==> config.mk <==
export PLATFORM = sky130hd
export DESIGN_NAME = ov7670_capture_flat
export DESIGN_NICKNAME = d
export VERILOG_FILES = /design/src/rtl/ov7670_capture_if.sv /design/src/rtl/ov7670_capture.sv /design/src/flat_wrapper.sv
export SDC_FILE = /design/constraint.sdc
export NUM_CORES = 1
export LEC_CHECK = 0
export BUFFER_PORTS_ARGS = -buffer_cell sky130_fd_sc_hd__buf_2
export CELL_PAD_IN_SITES_DETAIL_PLACEMENT = 2
export CELL_PAD_IN_SITES_GLOBAL_PLACEMENT = 2
export CORE_AREA = 8 8 101 103
export DETAILED_ROUTE_END_ITERATION = 10
export DIE_AREA = 0 0 109 111
export PLACE_DENSITY = 0.88
export SKIP_CTS_REPAIR_TIMING = 1
export SYNTH_ARGS = -nofsm -noshare
export SYNTH_HDL_FRONTEND = slang
export SYNTH_SLANG_ARGS = --single-unit
==> constraint.sdc <==
create_clock -name clk -period 3.36 [get_ports clk]
set_input_delay 0.672 -clock clk [delete_from_list [all_inputs] [get_ports clk]]
set_output_delay 0.672 -clock clk [all_outputs]
set_load 0.02 [all_outputs]
==> src/rtl/ov7670_capture_if.sv <==
// Frame-buffer write port driven by the OV7670 capture block.
// The master drives the buffer and the slave (the frame buffer) receives.
interface ov7670_capture_if #(
  parameter int c_nb_img_pxls = 13,
  parameter int c_nb_buf      = 12
);
  logic [c_nb_img_pxls-1:0] frame_addr;
  logic [c_nb_buf-1:0]      frame_pixel;
  logic                     frame_we;
  logic                     frame_done;

  modport master (output frame_addr, frame_pixel, frame_we, frame_done);
  modport slave  (input  frame_addr, frame_pixel, frame_we, frame_done);
endinterface

==> src/rtl/ov7670_capture.sv <==
// OV7670 capture: brings the camera bus into clk, decimates the QQVGA stream by 2
// in both axes and writes 12-bit pixels (RGB444 or luminance) into the frame buffer.
module ov7670_capture #(
  parameter int c_cam_cols    = 160,
  parameter int c_cam_rows    = 120,
  parameter int c_img_cols    = 80,
  parameter int c_img_rows    = 60,
  parameter int c_img_pxls    = c_img_cols * c_img_rows,
  parameter int c_nb_img_pxls = 13,
  parameter int c_nb_buf      = 12
) (
  input  logic             clk,
  input  logic             rst,
  input  logic             ov7670_pclk,
  input  logic             ov7670_href,
  input  logic             ov7670_vsync,
  input  logic [7:0]       ov7670_d,
  input  logic             rgbmode,
  ov7670_capture_if.master fb
);
  localparam int CW = $clog2(c_cam_cols + 1);
  localparam int RW = $clog2(c_cam_rows + 1);
  localparam logic [CW-1:0]            COL_END   = CW'(c_cam_cols);
  localparam logic [RW-1:0]            ROW_END   = RW'(c_cam_rows);
  localparam logic [c_nb_img_pxls-1:0] ADDR_LAST = c_nb_img_pxls'(c_img_pxls - 1);

  typedef enum logic {S_WAIT_VS, S_CAPTURE} state_t;
  state_t state_q, state_d;

  logic [2:0] ctl_p0_q, ctl_p1_q, ctl_p2_q;  // {pclk, href, vsync}
  logic [7:0] d_p0_q, d_p1_q, byte_p3_q;
  logic       pclk_re_p3_q, href_p3_q, href_fe_p3_q, vs_re_p3_q, vs_fe_p3_q;

  logic                     mode_q, mode_d, phase_q, phase_d, full_q, full_d;
  logic [CW-1:0]            col_q, col_d;
  logic [RW-1:0]            row_q, row_d;
  logic [7:0]               byte_hi_q, byte_hi_d;
  logic [c_nb_img_pxls-1:0] frame_addr_q, frame_addr_d;
  logic [c_nb_buf-1:0]      frame_pixel_q, frame_pixel_d;
  logic                     frame_we_q, frame_we_d, frame_done_q, frame_done_d;

  logic pclk_re, href_fe, vs_re, vs_fe;
  assign pclk_re =  ctl_p1_q[2] & ~ctl_p2_q[2];
  assign href_fe = ~ctl_p1_q[1] &  ctl_p2_q[1];
  assign vs_re   =  ctl_p1_q[0] & ~ctl_p2_q[0];
  assign vs_fe   = ~ctl_p1_q[0] &  ctl_p2_q[0];

  // stages p0/p1 synchronise, p2 keeps the previous synced level, p3 registers the edges
  always_ff @(posedge clk or posedge rst) begin
    if (rst) begin
      ctl_p0_q     <= '0;
      ctl_p1_q     <= '0;
      ctl_p2_q     <= '0;
      pclk_re_p3_q <= 1'b0;
      href_p3_q    <= 1'b0;
      href_fe_p3_q <= 1'b0;
      vs_re_p3_q   <= 1'b0;
      vs_fe_p3_q   <= 1'b0;
    end else begin
      ctl_p0_q     <= {ov7670_pclk, ov7670_href, ov7670_vsync};
      ctl_p1_q     <= ctl_p0_q;
      ctl_p2_q     <= ctl_p1_q;
      pclk_re_p3_q <= pclk_re;
      href_p3_q    <= ctl_p1_q[1];
      href_fe_p3_q <= href_fe;
      vs_re_p3_q   <= vs_re;
      vs_fe_p3_q   <= vs_fe;
    end
  end

  always_ff @(posedge clk) begin
    d_p0_q    <= ov7670_d;
    d_p1_q    <= d_p0_q;
    byte_p3_q <= d_p1_q;
    byte_hi_q <= byte_hi_d;
  end

  always_ff @(posedge clk or posedge rst) begin
    if (rst) state_q <= S_WAIT_VS;
    else     state_q <= state_d;
  end

  always_comb begin
    state_d = state_q;
    case (state_q)
      S_WAIT_VS: if (vs_fe_p3_q) state_d = S_CAPTURE;
      S_CAPTURE: if (vs_re_p3_q) state_d = S_WAIT_VS;
      default:   state_d = S_WAIT_VS;
    endcase
  end

  always_comb begin
    mode_d        = mode_q;
    phase_d       = phase_q;
    full_d        = full_q;
    col_d         = col_q;
    row_d         = row_q;
    byte_hi_d     = byte_hi_q;
    frame_addr_d  = frame_addr_q;
    frame_pixel_d = frame_pixel_q;
    frame_we_d    = 1'b0;
    frame_done_d  = 1'b0;
    // the address advances the cycle after a write and sticks at the last word
    if (frame_we_q) begin
      if (frame_addr_q == ADDR_LAST) full_d = 1'b1;
      else                           frame_addr_d = frame_addr_q + 1'b1;
    end
    case (state_q)
      S_WAIT_VS: begin
        if (vs_fe_p3_q) begin
          mode_d       = rgbmode;
          phase_d      = 1'b0;
          col_d        = '0;
          row_d        = '0;
          full_d       = 1'b0;
          frame_addr_d = '0;
        end
      end
      S_CAPTURE: begin
        if (vs_re_p3_q) begin
          frame_done_d = 1'b1;
        end else if (href_fe_p3_q) begin
          col_d   = '0;
          phase_d = 1'b0;
          if (row_q != ROW_END) row_d = row_q + 1'b1;
        end else if (pclk_re_p3_q && href_p3_q) begin
          if (!phase_q) begin
            byte_hi_d = byte_p3_q;
            phase_d   = 1'b1;
          end else begin
            phase_d = 1'b0;
            if (col_q != COL_END) col_d = col_q + 1'b1;
            if (!col_q[0] && !row_q[0] && col_q < COL_END && row_q < ROW_END && !full_q) begin
              frame_we_d    = 1'b1;
              frame_pixel_d = mode_q ? c_nb_buf'({byte_hi_q[3:0], byte_p3_q})
                                     : c_nb_buf'({4'b0000, byte_hi_q});
            end
          end
        end
      end
      default: ;
    endcase
  end

  always_ff @(posedge clk or posedge rst) begin
    if (rst) begin
      mode_q        <= 1'b0;
      phase_q       <= 1'b0;
      full_q        <= 1'b0;
      col_q         <= '0;
      row_q         <= '0;
      frame_addr_q  <= '0;
      frame_pixel_q <= '0;
      frame_we_q    <= 1'b0;
      frame_done_q  <= 1'b0;
    end else begin
      mode_q        <= mode_d;
      phase_q       <= phase_d;
      full_q        <= full_d;
      col_q         <= col_d;
      row_q         <= row_d;
      frame_addr_q  <= frame_addr_d;
      frame_pixel_q <= frame_pixel_d;
      frame_we_q    <= frame_we_d;
      frame_done_q  <= frame_done_d;
    end
  end

  assign fb.frame_addr  = frame_addr_q;
  assign fb.frame_pixel = frame_pixel_q;
  assign fb.frame_we    = frame_we_q;
  assign fb.frame_done  = frame_done_q;
endmodule

==> src/flat_wrapper.sv <==
// flat-port wrapper written by rule: the top's interface ports become plain ports
module ov7670_capture_flat 
#(
  parameter int c_cam_cols    = 160,
  parameter int c_cam_rows    = 120,
  parameter int c_img_cols    = 80,
  parameter int c_img_rows    = 60,
  parameter int c_img_pxls    = c_img_cols * c_img_rows,
  parameter int c_nb_img_pxls = 13,
  parameter int c_nb_buf      = 12
)
  (clk, rst, ov7670_pclk, ov7670_href, ov7670_vsync, ov7670_d, rgbmode, fb_frame_addr, fb_frame_pixel, fb_frame_we, fb_frame_done);
  ov7670_capture_if #(.c_nb_img_pxls(c_nb_img_pxls), .c_nb_buf(c_nb_buf)) fb_i ();
  input  logic clk;
  input  logic rst;
  input  logic ov7670_pclk;
  input  logic ov7670_href;
  input  logic ov7670_vsync;
  input  logic [7:0] ov7670_d;
  input  logic rgbmode;
  output wire logic [$bits(fb_i.frame_addr)-1:0] fb_frame_addr;
  output wire logic [$bits(fb_i.frame_pixel)-1:0] fb_frame_pixel;
  output wire logic [$bits(fb_i.frame_we)-1:0] fb_frame_we;
  output wire logic [$bits(fb_i.frame_done)-1:0] fb_frame_done;
  assign fb_frame_addr = fb_i.frame_addr;
  assign fb_frame_pixel = fb_i.frame_pixel;
  assign fb_frame_we = fb_i.frame_we;
  assign fb_frame_done = fb_i.frame_done;
  ov7670_capture #(.c_cam_cols(c_cam_cols), .c_cam_rows(c_cam_rows), .c_img_cols(c_img_cols), .c_img_rows(c_img_rows), .c_img_pxls(c_img_pxls), .c_nb_img_pxls(c_nb_img_pxls), .c_nb_buf(c_nb_buf)) u_core (.clk(clk), .rst(rst), .ov7670_pclk(ov7670_pclk), .ov7670_href(ov7670_href), .ov7670_vsync(ov7670_vsync), .ov7670_d(ov7670_d), .rgbmode(rgbmode), .fb(fb_i));
endmodule
==> results.md <==
- The library cells used most frequently in the layout, excluding fill and tap cells, are dfrtp_1, buf_2, dfxtp_1.
- The initial antenna violation count came to 0.
- The number of clock buffers inserted by TritonCTS is 9.
- The final period utilization is 69.2%.
- After synthesis, the cell types taking the most area are dfrtp_1, dfxtp_1, edfxtp_1, mux2_2, mux2i_1.
- Data on the critical path is required at its endpoint by 3360 ps.
- The layout overhead on the synthesized area is 14.4%.
- For this run, the detailed router's first-pass iteration total came to 4.
- The number of top-level pins is 41.
- The clock insertion delay at the later pin of the skew report is 370 ps.
- Synthesis produced a netlist whose cell count is 291.
- After detailed routing, the number of remaining DRC violations is 0.
- The antenna violation net count after detailed routing is 0.
- For this run the aggregate overflow at the end of global routing stands at 0.
- The number of global-route vias before repair came to 2,771.
- The average instance area after synthesis is 12.1 um^2.
- The tightest min-delay check is of the flop to flop type.
- At the pin with the least slew margin, the transition time is 791 ps.
- The H-tree was split into 3 levels.
- The cell sitting at the root of the clock tree is a clkbuf_8.
- The flow ran to the end, and the final reports show no timing, DRC or antenna violations.
- On the final layout, the worst hold slack is 336 ps.
- Global routing consumed, over all layers together, 17.3% of the routing resources.
- The average via count per standard cell is 5.34.
- The clock period minus final worst setup slack is 2320 ps.
- The critical path goes through nor2b_1 -> nand3b_1 -> nor2_1.
- The share of the Yosys chip area taken by registers is 62.3%.
- The weighted congestion at the end of routability-driven global placement is 0.738.
- The max-slew headroom at the worst pin is 47.0%.
- Entering global routing, the biggest net connects 28 pins.
- The flop-to-flop setup slack is 1040 ps.
- TritonCTS built the clock tree.
- The portion of netlist area occupied by mux cells is 7.94%.
- The sum of routed wire length over all layers is 9.79 mm.
- Summing the areas of all compound-gate instances in the mapped netlist gives 7.45% of the synthesized area.
- The hold violation total from the final report is 0.
- The final layout contains 356 nets.
- During synthesis, Yosys emitted a total of 0 warnings.
- Setup repair after global routing left no endpoint under its margin.
- The ratio of total power to cell area is 578 nW/um^2.
- The worst setup path is captured at a flop.
- After synthesis the netlist holds a flip-flop and latch count of 91.
- For this run, the slowest stage of the critical path takes 640 ps.
- The final-report setup violation count is 0.
- The post-synthesis net count is 310.
- The most common cell after layout, fill and taps aside is dfrtp_1.
- The DRC violation total after the first TritonRoute iteration is 75.
- The non-filler instance count after layout is 450.
- The floorplan step defined a core boundary enclosing 8550 um^2.
- The post-synthesis share of cell area spent on full adders, half adders and majority gates is 1.77%.
- The xor/xnor cell area share of the yosys netlist is 1.99%.
- After detailed routing, the average wire length per cell comes to 21.8 um.
- Once routing completed, OpenROAD measured the worst setup slack at 1040 ps.
- The max-slew violation count is 0.
- Of the post-synthesis cell area, the dominant cell type holds 41.8%.
- The number of antenna diodes in the final layout is 0.
- The reported leakage power is 0.00189 uW.
- The clock net in this run drives a total of 91 sinks.
- Once placement completed, the tool counted placed cells totaling 434.
- The post-route netlist has 24.0% of its cells at a drive strength greater than 1.
- The slowest stage cell on the critical path is nor2_1.
- The clock skew after layout is 14.3 ps.
- The share of synthesized registers carrying an async set or reset is 64.8%.
- On the critical path the largest part of the delay comes from simple AND/OR/NAND/NOR gates.
- The tool flagged a number of max-cap violations equal to 0.
- The global-route wire length before repair is 15.9 mm.
- The top cell type by total area after synthesis is dfrtp_1.
- By area, the combinational part of the netlist is dominated by simple AND/OR/NAND/NOR gates.
- The distinct cell type count after synthesis is 51.
- The data arrival at the endpoint of the critical path is 2330 ps.
- The CTS clock-pin slew for the worst setup and hold paths is 100 ps.
- The floorplan step defined a die boundary enclosing 12,100 um^2.
- The worst setup slack before clock tree synthesis is 1110 ps.
- The die is 109 um wide.
- The startpoint-to-endpoint class of the critical path is flop to flop.
- The total via count in the routed design is 2,404.
- The clock passes through at most 2 buffers.
- The floorplan has 34 rows.
- Setup total negative slack on the finished layout was measured at 0 ps.
- The area share of and/or/nand/nor cells after synthesis is 15.4%.
- Of all nets on the critical path, the largest fanout is 10.
- The buffer and inverter count on the worst path is 0.
- For this run, the top clock speed supported by timing is 430 MHz.
- The floorplan step set the die height to 111 um.
- The type of element launching the critical path is a flop.
- Detailed placement ended at an HPWL of 6.69 mm.
- The initial core utilization is 41.3%.
- IR analysis of the VDD net gives a maximum drop of 0.248 mV.
- Counting flops with a built-in enable in the synthesized netlist gives 8.
- The count of buffers inserted at the top-level ports is 40.
- The top flip-flop cell by instance count after synthesis is dfrtp_1.
- After synthesis the cells add up to 3530 um^2.
-- registers in the layout, summed over array words and instances, names as in the netlist --
register / count
u_core.fb.frame_done: 1
u_core.mode_q: 1
u_core.full_q: 1
u_core.row_q: 7
u_core.state_q: 1
u_core.ctl_p0_q: 3
u_core.pclk_re_p3_q: 1
u_core.byte_hi_q: 8
u_core.col_q: 8
u_core.fb.frame_pixel: 12
u_core.ctl_p2_q: 3
u_core.d_p0_q: 8
u_core.fb.frame_addr: 13
u_core.ctl_p1_q: 3
u_core.fb.frame_we: 1
u_core.vs_fe_p3_q: 1
u_core.d_p1_q: 8
u_core.phase_q: 1
u_core.href_fe_p3_q: 1
u_core.vs_re_p3_q: 1
u_core.byte_p3_q: 8
-- cell families after synthesis --
family	after synthesis
buf+inv	24
flops	91
xor+xnor	8
compound gates	40
fa+ha+maj	5
mux	26
simple gates	97
-- metrics by stage --
stage                     power, uW  util, %  cell area, um^2
final                          2330     47.2             4040
after global routing           2440     47.2             4040
after CTS                      2360     47.2             4040
after detailed placement       1600     44.9             3840
after global placement         1550     44.9             3840
after floorplan                1470        -             3530
-- Yosys cell counts (all sizes together), types with 2 or more instances --
master and instances:
or3 9, nand4 6, nand3 5, mux2 16
nand2 21, o21ai 11, nand4b 2, and3b 3
o21a 2, nor2b 7, nor4b 2, nor3 7
a211oi 3, xor2 5, a21o 4, nor4 3
nor2 16, and3 5, mux2i 10, clkbuf 2
xnor2 3, a21oi 8, o2111ai 3, dfrtp 59
ha 5, and2 6, dfxtp 24, a31oi 2
buf 7, edfxtp 8, inv 15
-- power by group --
part / leakage (uW) / switching, uW / internal [uW] / total (uW)
Clock: 0.000105 / 426 / 327 / 752
Combinational: 0.000726 / 183 / 124 / 307
Sequential: 0.00106 / 89.0 / 1190 / 1270
Total: 0.00189 / 698 / 1640 / 2330
-- per-layer routing --
layer	up-vias	GRT usage (%)	routed length, um
li1	1112	-	-
met1	1248	19.4	3960
met2	32	30.8	5460
met3	12	4.59	239
met4	0	5.39	129
met5	-	0	0
-- worst paths after layout --
check                                                 to  cells after the start                      from
hold reg to reg                 u_core.d_p1_q[0]$_DFF_P_                      0  u_core.d_p0_q[0]$_DFF_P_
hold / removal                  u_core.d_p1_q[0]$_DFF_P_                      0  u_core.d_p0_q[0]$_DFF_P_
min in group asynchronous   u_core.ctl_p0_q[2]$_DFF_PP0_                      2                       rst
setup / recovery           u_core.byte_hi_q[6]$_DFFE_PP_                      3  u_core.state_q$_DFF_PP0_
max in group asynchronous    u_core.vs_re_p3_q$_DFF_PP0_                      3                       rst
setup reg to reg           u_core.byte_hi_q[6]$_DFFE_PP_                      3  u_core.state_q$_DFF_PP0_
-- final cells by class --
class                   count  area (um^2)
inverters                  15         56.3
flip-flops and latches     91         2200
repair buffers             44          230
clock buffers              10          149
fillers                   845         4520
clock inverters             6         48.8
multi-input cells         176         1220
well taps                 108          135
No activity file was read; power rests on OpenSTA's default activity.
